**config.mk**
```make
export PLATFORM = sky130hd
export DESIGN_NAME = fetch_queue
export DESIGN_NICKNAME = d
export VERILOG_FILES = /design/src/rtl/fetch_pkg.sv /design/src/rtl/fetch_fifo.sv /design/src/rtl/fetch_queue.sv
export SDC_FILE = /design/constraint.sdc
export NUM_CORES = 1
export LEC_CHECK = 0
export BUFFER_PORTS_ARGS = -buffer_cell sky130_fd_sc_hd__buf_2
export CAP_MARGIN = 20
export CORE_MARGIN = 1.5
export CORE_UTILIZATION = 30
export CTS_CLUSTER_DIAMETER = 60
export DETAILED_ROUTE_END_ITERATION = 10
export PLACE_DENSITY_LB_ADDON = 0.12
export SLEW_MARGIN = 30
export SYNTH_ARGS = -nofsm -noshare
export SYNTH_HDL_FRONTEND = slang
export SYNTH_SLANG_ARGS = --single-unit
```
**constraint.sdc**
```tcl
create_clock -name clk -period 3.4 [get_ports clk]
set_input_delay 0.68 -clock clk [delete_from_list [all_inputs] [get_ports clk]]
set_output_delay 0.68 -clock clk [all_outputs]
set_load 0.005 [all_outputs]
```
**src/rtl/fetch_pkg.sv**
```systemverilog
// Purpose: shared fetch/decode constants and small width helpers.
// Latency: n/a (package only).
// Backpressure: n/a.
package fetch_pkg;

    localparam int          FETCH_ADDR_W   = 32;
    localparam int          FETCH_DATA_W   = 32;
    localparam int          FETCH_PC_STEP  = 4;
    localparam logic [31:0] FETCH_RESET_PC = 32'h0000_0000;

    // Width of a counter that must hold 0..n inclusive (never narrower than 1 bit).
    function automatic int fetch_cnt_w(input int n);
        return (n < 1) ? 1 : $clog2(n + 1);
    endfunction

    // Width of an index into n entries (never narrower than 1 bit).
    function automatic int fetch_ptr_w(input int n);
        return (n < 2) ? 1 : $clog2(n);
    endfunction

endpackage

```
**src/rtl/fetch_fifo.sv**
```systemverilog
// Purpose: DEPTH-entry synchronous FIFO with flush and occupancy count.
// Latency: a push is visible at the head the cycle after it is written (no bypass).
// Backpressure: none internally; pushes into a full FIFO without a pop are dropped.
module fetch_fifo
    import fetch_pkg::*;
#(
    parameter  int DEPTH = 4,
    parameter  int W     = 64,
    localparam int PTR_W = fetch_ptr_w(DEPTH),
    localparam int CNT_W = fetch_cnt_w(DEPTH)
) (
    input  logic             clk,
    input  logic             rst_n,
    input  logic             push_i,
    input  logic [W-1:0]     push_dat_i,
    input  logic             pop_i,
    input  logic             flush_i,
    output logic [W-1:0]     head_dat_o,
    output logic [CNT_W-1:0] count_o
);

    logic [W-1:0]     mem_q [DEPTH];
    logic [PTR_W-1:0] rd_ptr_q, rd_ptr_d;
    logic [PTR_W-1:0] wr_ptr_q, wr_ptr_d;
    logic [CNT_W-1:0] count_q, count_d;
    logic             do_push;
    logic             do_pop;

    // Pointers wrap at DEPTH, which need not be a power of two.
    function automatic logic [PTR_W-1:0] ptr_inc(input logic [PTR_W-1:0] p);
        return (p == PTR_W'(DEPTH - 1)) ? '0 : p + PTR_W'(1);
    endfunction

    assign do_pop  = pop_i & (count_q != '0);
    assign do_push = push_i & ((count_q != CNT_W'(DEPTH)) | do_pop);

    // Next pointers and count; flush empties the FIFO regardless of push/pop.
    always_comb begin
        rd_ptr_d = rd_ptr_q;
        wr_ptr_d = wr_ptr_q;
        count_d  = count_q;
        if (flush_i) begin
            rd_ptr_d = '0;
            wr_ptr_d = '0;
            count_d  = '0;
        end else begin
            if (do_pop)  rd_ptr_d = ptr_inc(rd_ptr_q);
            if (do_push) wr_ptr_d = ptr_inc(wr_ptr_q);
            case ({do_push, do_pop})
                2'b10:   count_d = count_q + CNT_W'(1);
                2'b01:   count_d = count_q - CNT_W'(1);
                default: count_d = count_q;
            endcase
        end
    end

    // Pointer and count registers.
    always_ff @(posedge clk) begin
        if (!rst_n) begin
            rd_ptr_q <= '0;
            wr_ptr_q <= '0;
            count_q  <= '0;
        end else begin
            rd_ptr_q <= rd_ptr_d;
            wr_ptr_q <= wr_ptr_d;
            count_q  <= count_d;
        end
    end

    // Entry storage; contents are only meaningful below count, so no reset.
    always_ff @(posedge clk) begin
        if (do_push && !flush_i) begin
            mem_q[wr_ptr_q] <= push_dat_i;
        end
    end

    assign head_dat_o = mem_q[rd_ptr_q];
    assign count_o    = count_q;

endmodule

```
**src/rtl/fetch_queue.sv**
```systemverilog
// Purpose: sequential instruction fetch into a fixed-latency memory, buffered for decode; FETCH_PERF_EN adds perf counters.
// Latency: request in cycle t -> instr_valid in cycle t+MEM_LAT+1.
// Backpressure: credit = DEPTH - (queued + in-flight); issue stalls at zero credit, halt or redirect.
module fetch_queue
    import fetch_pkg::*;
#(
    parameter int                ADDR_W   = FETCH_ADDR_W,
    parameter int                DATA_W   = FETCH_DATA_W,
    parameter int                MEM_LAT  = 2,
    parameter int                DEPTH    = 4,
    parameter int                PC_STEP  = FETCH_PC_STEP,
    parameter logic [ADDR_W-1:0] RESET_PC = ADDR_W'(FETCH_RESET_PC)
) (
    input  logic              clk,
    input  logic              rst_n,
    output logic              mem_req,
    output logic [ADDR_W-1:0] mem_addr,
    input  logic [DATA_W-1:0] mem_rdata,
    input  logic              redirect,
    input  logic [ADDR_W-1:0] redirect_pc,
    input  logic              halt,
    output logic              instr_valid,
    input  logic              instr_ready,
    output logic [DATA_W-1:0] instr,
    output logic [ADDR_W-1:0] instr_pc,
    output logic [31:0]       perf_issued,
    output logic [31:0]       perf_killed
);

    localparam int IF_W  = fetch_cnt_w(MEM_LAT);
    localparam int CNT_W = fetch_cnt_w(DEPTH);
    localparam int ENT_W = DATA_W + ADDR_W;

    logic [ADDR_W-1:0]              pc_q, pc_d;
    logic [MEM_LAT-1:0]             pipe_vld_q, pipe_vld_d;
    logic [MEM_LAT-1:0][ADDR_W-1:0] pipe_pc_q, pipe_pc_d;
    logic [IF_W-1:0]                inflight_q, inflight_d;
    logic [CNT_W-1:0]               fifo_cnt;
    logic [ENT_W-1:0]               fifo_head;
    logic                           credit_ok;
    logic                           issue;
    logic                           ret_vld;
    logic                           push;
    logic                           pop;

    // Credit uses registered counts only, so a pop frees its slot a cycle later.
    assign credit_ok = (int'(fifo_cnt) + int'(inflight_q)) < DEPTH;
    assign issue     = rst_n & ~halt & ~redirect & credit_ok;
    assign mem_req   = issue;
    assign mem_addr  = pc_q;

    // The oldest pipe slot lines up with mem_rdata; a redirect kills it.
    assign ret_vld     = pipe_vld_q[MEM_LAT-1];
    assign push        = ret_vld & ~redirect;
    assign instr_valid = rst_n & (fifo_cnt != '0);
    assign pop         = instr_valid & instr_ready;
    assign instr       = fifo_head[ADDR_W +: DATA_W];
    assign instr_pc    = fifo_head[ADDR_W-1:0];

    // Next pc: redirect wins, otherwise advance (silently wrapping) on issue.
    always_comb begin
        pc_d = pc_q;
        if (redirect) begin
            pc_d = redirect_pc;
        end else if (issue) begin
            pc_d = pc_q + ADDR_W'(PC_STEP);
        end
    end

    // In-flight shift pipe: slot 0 takes the new request, redirect clears every valid bit.
    always_comb begin
        pipe_vld_d    = '0;
        pipe_pc_d     = '0;
        pipe_vld_d[0] = issue;
        pipe_pc_d[0]  = pc_q;
        for (int i = 1; i < MEM_LAT; i++) begin
            pipe_vld_d[i] = pipe_vld_q[i-1];
            pipe_pc_d[i]  = pipe_pc_q[i-1];
        end
        if (redirect) begin
            pipe_vld_d = '0;
        end
    end

    // In-flight count tracks issues minus returns; redirect forgets everything outstanding.
    always_comb begin
        inflight_d = inflight_q;
        if (redirect) begin
            inflight_d = '0;
        end else begin
            case ({issue, ret_vld})
                2'b10:   inflight_d = inflight_q + IF_W'(1);
                2'b01:   inflight_d = inflight_q - IF_W'(1);
                default: inflight_d = inflight_q;
            endcase
        end
    end

    // Control state registers.
    always_ff @(posedge clk) begin
        if (!rst_n) begin
            pc_q       <= RESET_PC;
            pipe_vld_q <= '0;
            inflight_q <= '0;
        end else begin
            pc_q       <= pc_d;
            pipe_vld_q <= pipe_vld_d;
            inflight_q <= inflight_d;
        end
    end

    // Pipe addresses are qualified by the valid bits and need no reset.
    always_ff @(posedge clk) begin
        pipe_pc_q <= pipe_pc_d;
    end

    fetch_fifo #(
        .DEPTH (DEPTH),
        .W     (ENT_W)
    ) u_fifo (
        .clk        (clk),
        .rst_n      (rst_n),
        .push_i     (push),
        .push_dat_i ({mem_rdata, pipe_pc_q[MEM_LAT-1]}),
        .pop_i      (pop),
        .flush_i    (redirect),
        .head_dat_o (fifo_head),
        .count_o    (fifo_cnt)
    );

`ifdef FETCH_PERF_EN
    logic [31:0] perf_issued_q, perf_issued_d;
    logic [31:0] perf_killed_q, perf_killed_d;

    function automatic logic [31:0] popcnt(input logic [MEM_LAT-1:0] v);
        logic [31:0] n;
        n = '0;
        for (int i = 0; i < MEM_LAT; i++) begin
            n = n + {31'd0, v[i]};
        end
        return n;
    endfunction

    // Count issued requests and the valid slots thrown away at each redirect.
    always_comb begin
        perf_issued_d = perf_issued_q + {31'd0, issue};
        perf_killed_d = perf_killed_q;
        if (redirect) begin
            perf_killed_d = perf_killed_q + popcnt(pipe_vld_q);
        end
    end

    // Perf counter registers, wrapping at 2^32.
    always_ff @(posedge clk) begin
        if (!rst_n) begin
            perf_issued_q <= '0;
            perf_killed_q <= '0;
        end else begin
            perf_issued_q <= perf_issued_d;
            perf_killed_q <= perf_killed_d;
        end
    end

    assign perf_issued = perf_issued_q;
    assign perf_killed = perf_killed_q;
`else
    assign perf_issued = '0;
    assign perf_killed = '0;
`endif

endmodule

```
Yosys cells after proc, flatten, opt, wreduce, memory -nomap -nowiden. Memories as Yosys holds them, arrays and structs flattened. A register that Yosys moved wholly into a read port is not among the register bits. Cells that the tools add are included. W data, S select, Z words.

Register bits: 107. RAM bits: 256. Input port bits: 69. Output and inout bits: 162. Logic and storage cells: 54. Memories: 1.

Memories: u_fifo.mem_q (depth 4, bits a word 64, read ports 1, clocked after Yosys merged registers in 1, write ports 1, line fetch_fifo.sv:22) `logic [W-1:0] mem_q [DEPTH];`.

Add/subtract/negate cells: 8. $lt $le $gt $ge: 1. Eq/ne operators: 7. Multiplexer cells: 10. Bitwise logic cells: 12. Reduce and logical (&&, ||, !) cells: 7.

Operators by type and width (number): $mux W32 (2); $add A32 B3 Y32 const B (1); $and A1 B1 Y1 (8); $eq A2 B2 Y1 const B (4); $mux W2 (4); $add A2 B1 Y2 const B (3); $pmux W3 S2 (1); $reduce_bool A2 Y1 (3); $add A3 B2 Y4 (1); $eq A2 B1 Y1 const B (2); $lt A4 B3 Y1 const B (1); $pmux W2 S2 (1); $add A3 B1 Y3 const B (1); $ne A3 B3 Y1 const B (1); $not A1 Y1 (3); $reduce_bool A3 Y1 (1); $sub A3 B1 Y3 const B (1); $mux W1 (2); $reduce_or A2 Y1 (1); $sub A2 B1 Y2 const B (1); $logic_and A1 B1 Y1 (1); $logic_not A1 Y1 (1); $or A1 B1 Y1 (1).

Depth between registers and ports, before layout.
Word-level depth: 9. Mapped depth: 9. Gate-level depth less buffers: 9.

By module. Synthesis repeated with hierarchy kept, for this count alone.

Cells, all modules: 812. Area total of the unflattened synthesis: 13913.3 µm².

Modules (own cells, without submodules): fetch_fifo (instances 1, cells an instance 398, area each 9833.2 µm², sequential area each 7867.5 µm²); fetch_queue (instances 1, cells an instance 414, area each 4080.2 µm², sequential area each 2001.9 µm²).

Worst setup path after synthesis. No wires, ideal clock.

Kind: input to register. From: input redirect. To: memory u_fifo.mem_q[2][0], enable pin. Library setup time: 0.429 ns. Data arrival time: 3.040 ns. Data required time: 2.971 ns. Setup slack: -0.069 ns. Cell stages on the path: 4. Path buffers: 1. Cell sequence: clkbuf_1 nand2b_1 a31oi_1 and2_1.

Cells in the longest elaborated chain, start to end: 6. Elaborated cells between the ends (all ways): 7. Classes of those cells: mux: 2; bitwise: 3; reduce/logical: 2.

Ends and longest elaborated chain: from (decl) (line fetch_queue.sv:19) `input logic redirect,`; $not A1 Y1 (line fetch_queue.sv:54) `assign push = ret_vld & ~redirect;`; $and A1 B1 Y1 (line fetch_queue.sv:54); $and A1 B1 Y1 (line fetch_fifo.sv:35) `assign do_push = push_i & ((count_q != CNT_W'(DEPTH)) | do_pop);`; $logic_and A1 B1 Y1 (*) (line fetch_fifo.sv:72) `if (do_push && !flush_i) begin`; $mux W1 (*) (line fetch_fifo.sv:72); $mux W1 (implied by the code) (*) (line fetch_fifo.sv:73) `mem_q[wr_ptr_q] <= push_dat_i;`; to (decl) (line fetch_fifo.sv:22).

Every way passes the cells marked *; elsewhere a longest branch is shown, timed or not.

==> impl_metrics.json <==
{
  "clockBufferDepth": 3,
  "cts_setup_buffers": 0,
  "critical-path-top-delay-family": "flip-flops",
  "dp_cells": 1498,
  "grt.total_usage": 0.129,
  "vias": 6917,
  "path_max_fanout": 23,
  "drt-wirelength-per-cell_um": 19.1,
  "endpoint_kind": "output port",
  "avgSynthCellArea_um2": 17.4,
  "layout-drive-gt1-share": 0.339,
  "die_h_um": 216,
  "fin_worst_skew_ns": 0.0124,
  "stdcell_area_um2": 16300,
  "grt_start_max_net_pins": 55,
  "cts-htree-levels": 2,
  "num_io_pins": 231,
  "worstHoldStart": "pipe_pc_d[57]",
  "start_util": 0.305,
  "r2r_slack_ns": 1.11,
  "grt_pass1_vias": 6953,
  "rr_worst_depth": 7,
  "ys_ff_latch": 365,
  "fmax_ghz": 0.338,
  "dpl_cell_area_um2": 14900,
  "cts-resized-gates": 0,
  "maxCapViolCount": 0,
  "yosys.area_share.simple": 0.0454,
  "routed_via_density": 4.38,
  "min_path_cells": 0,
  "synth_edf_count": 256,
  "setup_violations": 0,
  "cts_root_buf": "clkbuf_16",
  "slew_violations": 0,
  "die_area_um2": 46600,
  "ff_latch_area_um2": 9880,
  "path_cells": "buf_12 > mux4_2 > buf_2",
  "worstHoldEndpoint": "pipe_pc_q[57]",
  "cellPowerDensity_nw_per_um2": 591,
  "grt.met1_usage": 0.175,
  "power_leakage_nw": 5.76,
  "grtUsageMet2": 0.202,
  "fin_total_pwr_mw": 9.64,
  "setup_slack_ns": 0.439,
  "ys_types": 43,
  "place_hpwl_um": 19900,
  "synth_top_family_by_area": "multiplexers",
  "ys.flop_type": "edfxtp_1",
  "place_ws_ns": 0.498,
  "core_area_um2": 44500,
  "rows": 77,
  "ys_warn_count": 0,
  "synth_area_um2": 13600,
  "r2r_start": "u_fifo.count_o[1]",
  "synth-compound-area-share": 0.0309,
  "required_ns": 2.72,
  "fillCellCount": 4275,
  "ir_drop_uv": 284,
  "grt_pass1_wl_um": 45000,
  "postSynth.asyncResetShare": 0,
  "finalCritPeriodShare": 0.871,
  "cts_hold_buf": 0,
  "worstSetupPathType": "flop to output port",
  "finalNonFillerCells": 1579,
  "tightest_slew_ns": 0.678,
  "drtIter0Drc": 383,
  "synth_adder_area_share": 0.00884,
  "cts_buffers": 45,
  "cpPeakStageDelay_ns": 0.69,
  "hold_violations": 0,
  "synthCells": 779,
  "crit_slowest_cell": "dfxtp_4",
  "arrival_ns": 2.28,
  "synth_xor_xnor_area_share": 0.0168,
  "grt.busiest_layer": "met2",
  "grt-ovfl-total": 0,
  "path_buf_inv": 2,
  "antenna_found_initial": 0,
  "synth.yosys.seq_area_share": 0.726,
  "chipWidth_um": 216,
  "critPathLaunchType": "flop",
  "period_minus_slack_ns": 2.96,
  "multiInputGateArea_um2": 3110,
  "area_delta_synth_final_pct": 19.9,
  "num_antenna_cells": 0,
  "drtAntennaViolNets": 0,
  "numPortBuffers": 166,
  "tritoncts": "yes",
  "gp_congestion": 0.752,
  "rsz0062_at_grt": "false",
  "drc_errors": 0,
  "cts.sinks": 365,
  "outcome": "completed",
  "muxShareOfSynthArea": 0.108,
  "r2r_end": "mem_addr[23]",
  "wl_um": 30200,
  "clk_latency_ns": 0.54,
  "fin_setup_tns_ns": 0,
  "slew_headroom": 0.546,
  "grt_use_met3": 0.0319,
  "path_clk_slew_ns": 0.06,
  "final_nets": 1031,
  "hold_class": "flop to flop",
  "dr.pass1.iters": 4
}
flip-flops by register name, indices dropped and copies added, names as in the netlist, named ones only:
signal           count
u_fifo.mem_q       256
u_fifo.count_o       3
mem_addr            32
u_fifo.rd_ptr_q      2
pipe_vld_q           2
pipe_pc_d           32
u_fifo.wr_ptr_q      2
pipe_pc_q           32
inflight_q           2
Yosys cell counts, types with 2 or more instances:
library cell    n  area [µm²]
o211a_1         3        30.0
ha_1            8         100
xor2_1         16         140
o21ai_0        33         165
dfxtp_1       109        2180
o31ai_1         2        15.0
nand4_2         3        37.5
a31oi_1         7        43.8
clkbuf_1       17        63.8
buf_2           9        45.0
xnor2_1        10        87.6
mux4_2         64        1440
nor2b_1         2        12.5
inv_1           6        22.5
or3_1           6        37.5
and3_1          6        37.5
nor4_1          5        31.3
nor3_2          2        20.0
nand3_1        15        75.1
edfxtp_1      256        7690
and2_1          6        37.5
buf_4          97         728
nand2b_1        3        18.8
nand2_1        18        67.6
a21oi_1        23         115
nand4_1        13        81.3
nor3_1          6        30.0
mux2i_1         3        30.0
nor2_1         17        63.8
cells in the final DEF, fill, tap and decap left out, drive strengths merged, types with 2 or more instances in the layout:
master | Yosys | routed
edfxtp | 256 | 256
buf | 106 | 187
dfxtp | 109 | 109
mux4 | 64 | 64
conb | 1 | 64
clkbuf | 17 | 64
o21ai | 33 | 33
a21oi | 23 | 23
nand2 | 18 | 18
nor2 | 17 | 17
nand4 | 17 | 17
xor2 | 16 | 16
nand3 | 16 | 16
xnor2 | 10 | 10
inv | 6 | 10
clkinv | 1 | 10
nor3 | 9 | 9
ha | 8 | 8
a31oi | 7 | 7
and3 | 6 | 6
or3 | 6 | 6
and2 | 6 | 6
nor4 | 5 | 5
nand2b | 3 | 3
mux2i | 3 | 3
o211a | 3 | 3
clkinvlp | 0 | 3
nor2b | 2 | 2
o31ai | 2 | 2
cell families (layout without fill, tap and decap cells):
group,Yosys count,in the layout
mux,67,67
simple gates,107,107
buf+inv,130,275
compound gates,74,74
flops,365,365
xor+xnor,26,26
other cells,1,64
fa+ha+maj,9,9
layout make-up:
| class | instances | area share |
|---|---|---|
| clock buffer | 64 | 0.0780 |
| clock inverter | 17 | 0.00883 |
| inverter | 7 | 0.00161 |
| multi-input combinational | 347 | 0.191 |
| sequential | 365 | 0.606 |
| tap | 592 | 0.0454 |
| timing repair buffer | 187 | 0.0698 |
per-stage QoR:
| stage | hold slack (ns) | util |
|---|---|---|
| after CTS | 0.313 | 0.366 |
| after global routing | 0.331 | 0.366 |
| after global placement | 0.311 | 0.335 |
| final | 0.313 | 0.366 |
| after floorplan | 0.310 | - |
| after detailed placement | 0.312 | 0.335 |
metal layers:
metal	wire, µm	vias up	share of wire
met3	1930	49	0.064
met4	667	0	0.022
li1	-	3185	-
met5	0	-	0
met1	13800	3466	0.46
met2	13800	217	0.46
where the power goes:
part / switching [mW] / internal [mW] / leakage [nW] / total, mW
combinational: 0.137 / 0.0940 / 1.83 / 0.231
clock: 1.79 / 2.69 / 0.688 / 4.48
sequential: 0.0842 / 4.84 / 3.24 / 4.93
how the worst max path moves through the flow:
stage / from / end / cells after the start
final: flop / instr_pc[30] / 3
after global routing: flop / instr[31] / 3
after CTS: flop / instr_pc[30] / 3
after detailed placement: redirect / u_fifo.mem_q[0][37] / 5
after global placement: redirect / u_fifo.mem_q[1][31] / 5
after floorplan: redirect / u_fifo.mem_q[0][0] / 4
No activity file was read; power rests on OpenSTA's default activity.
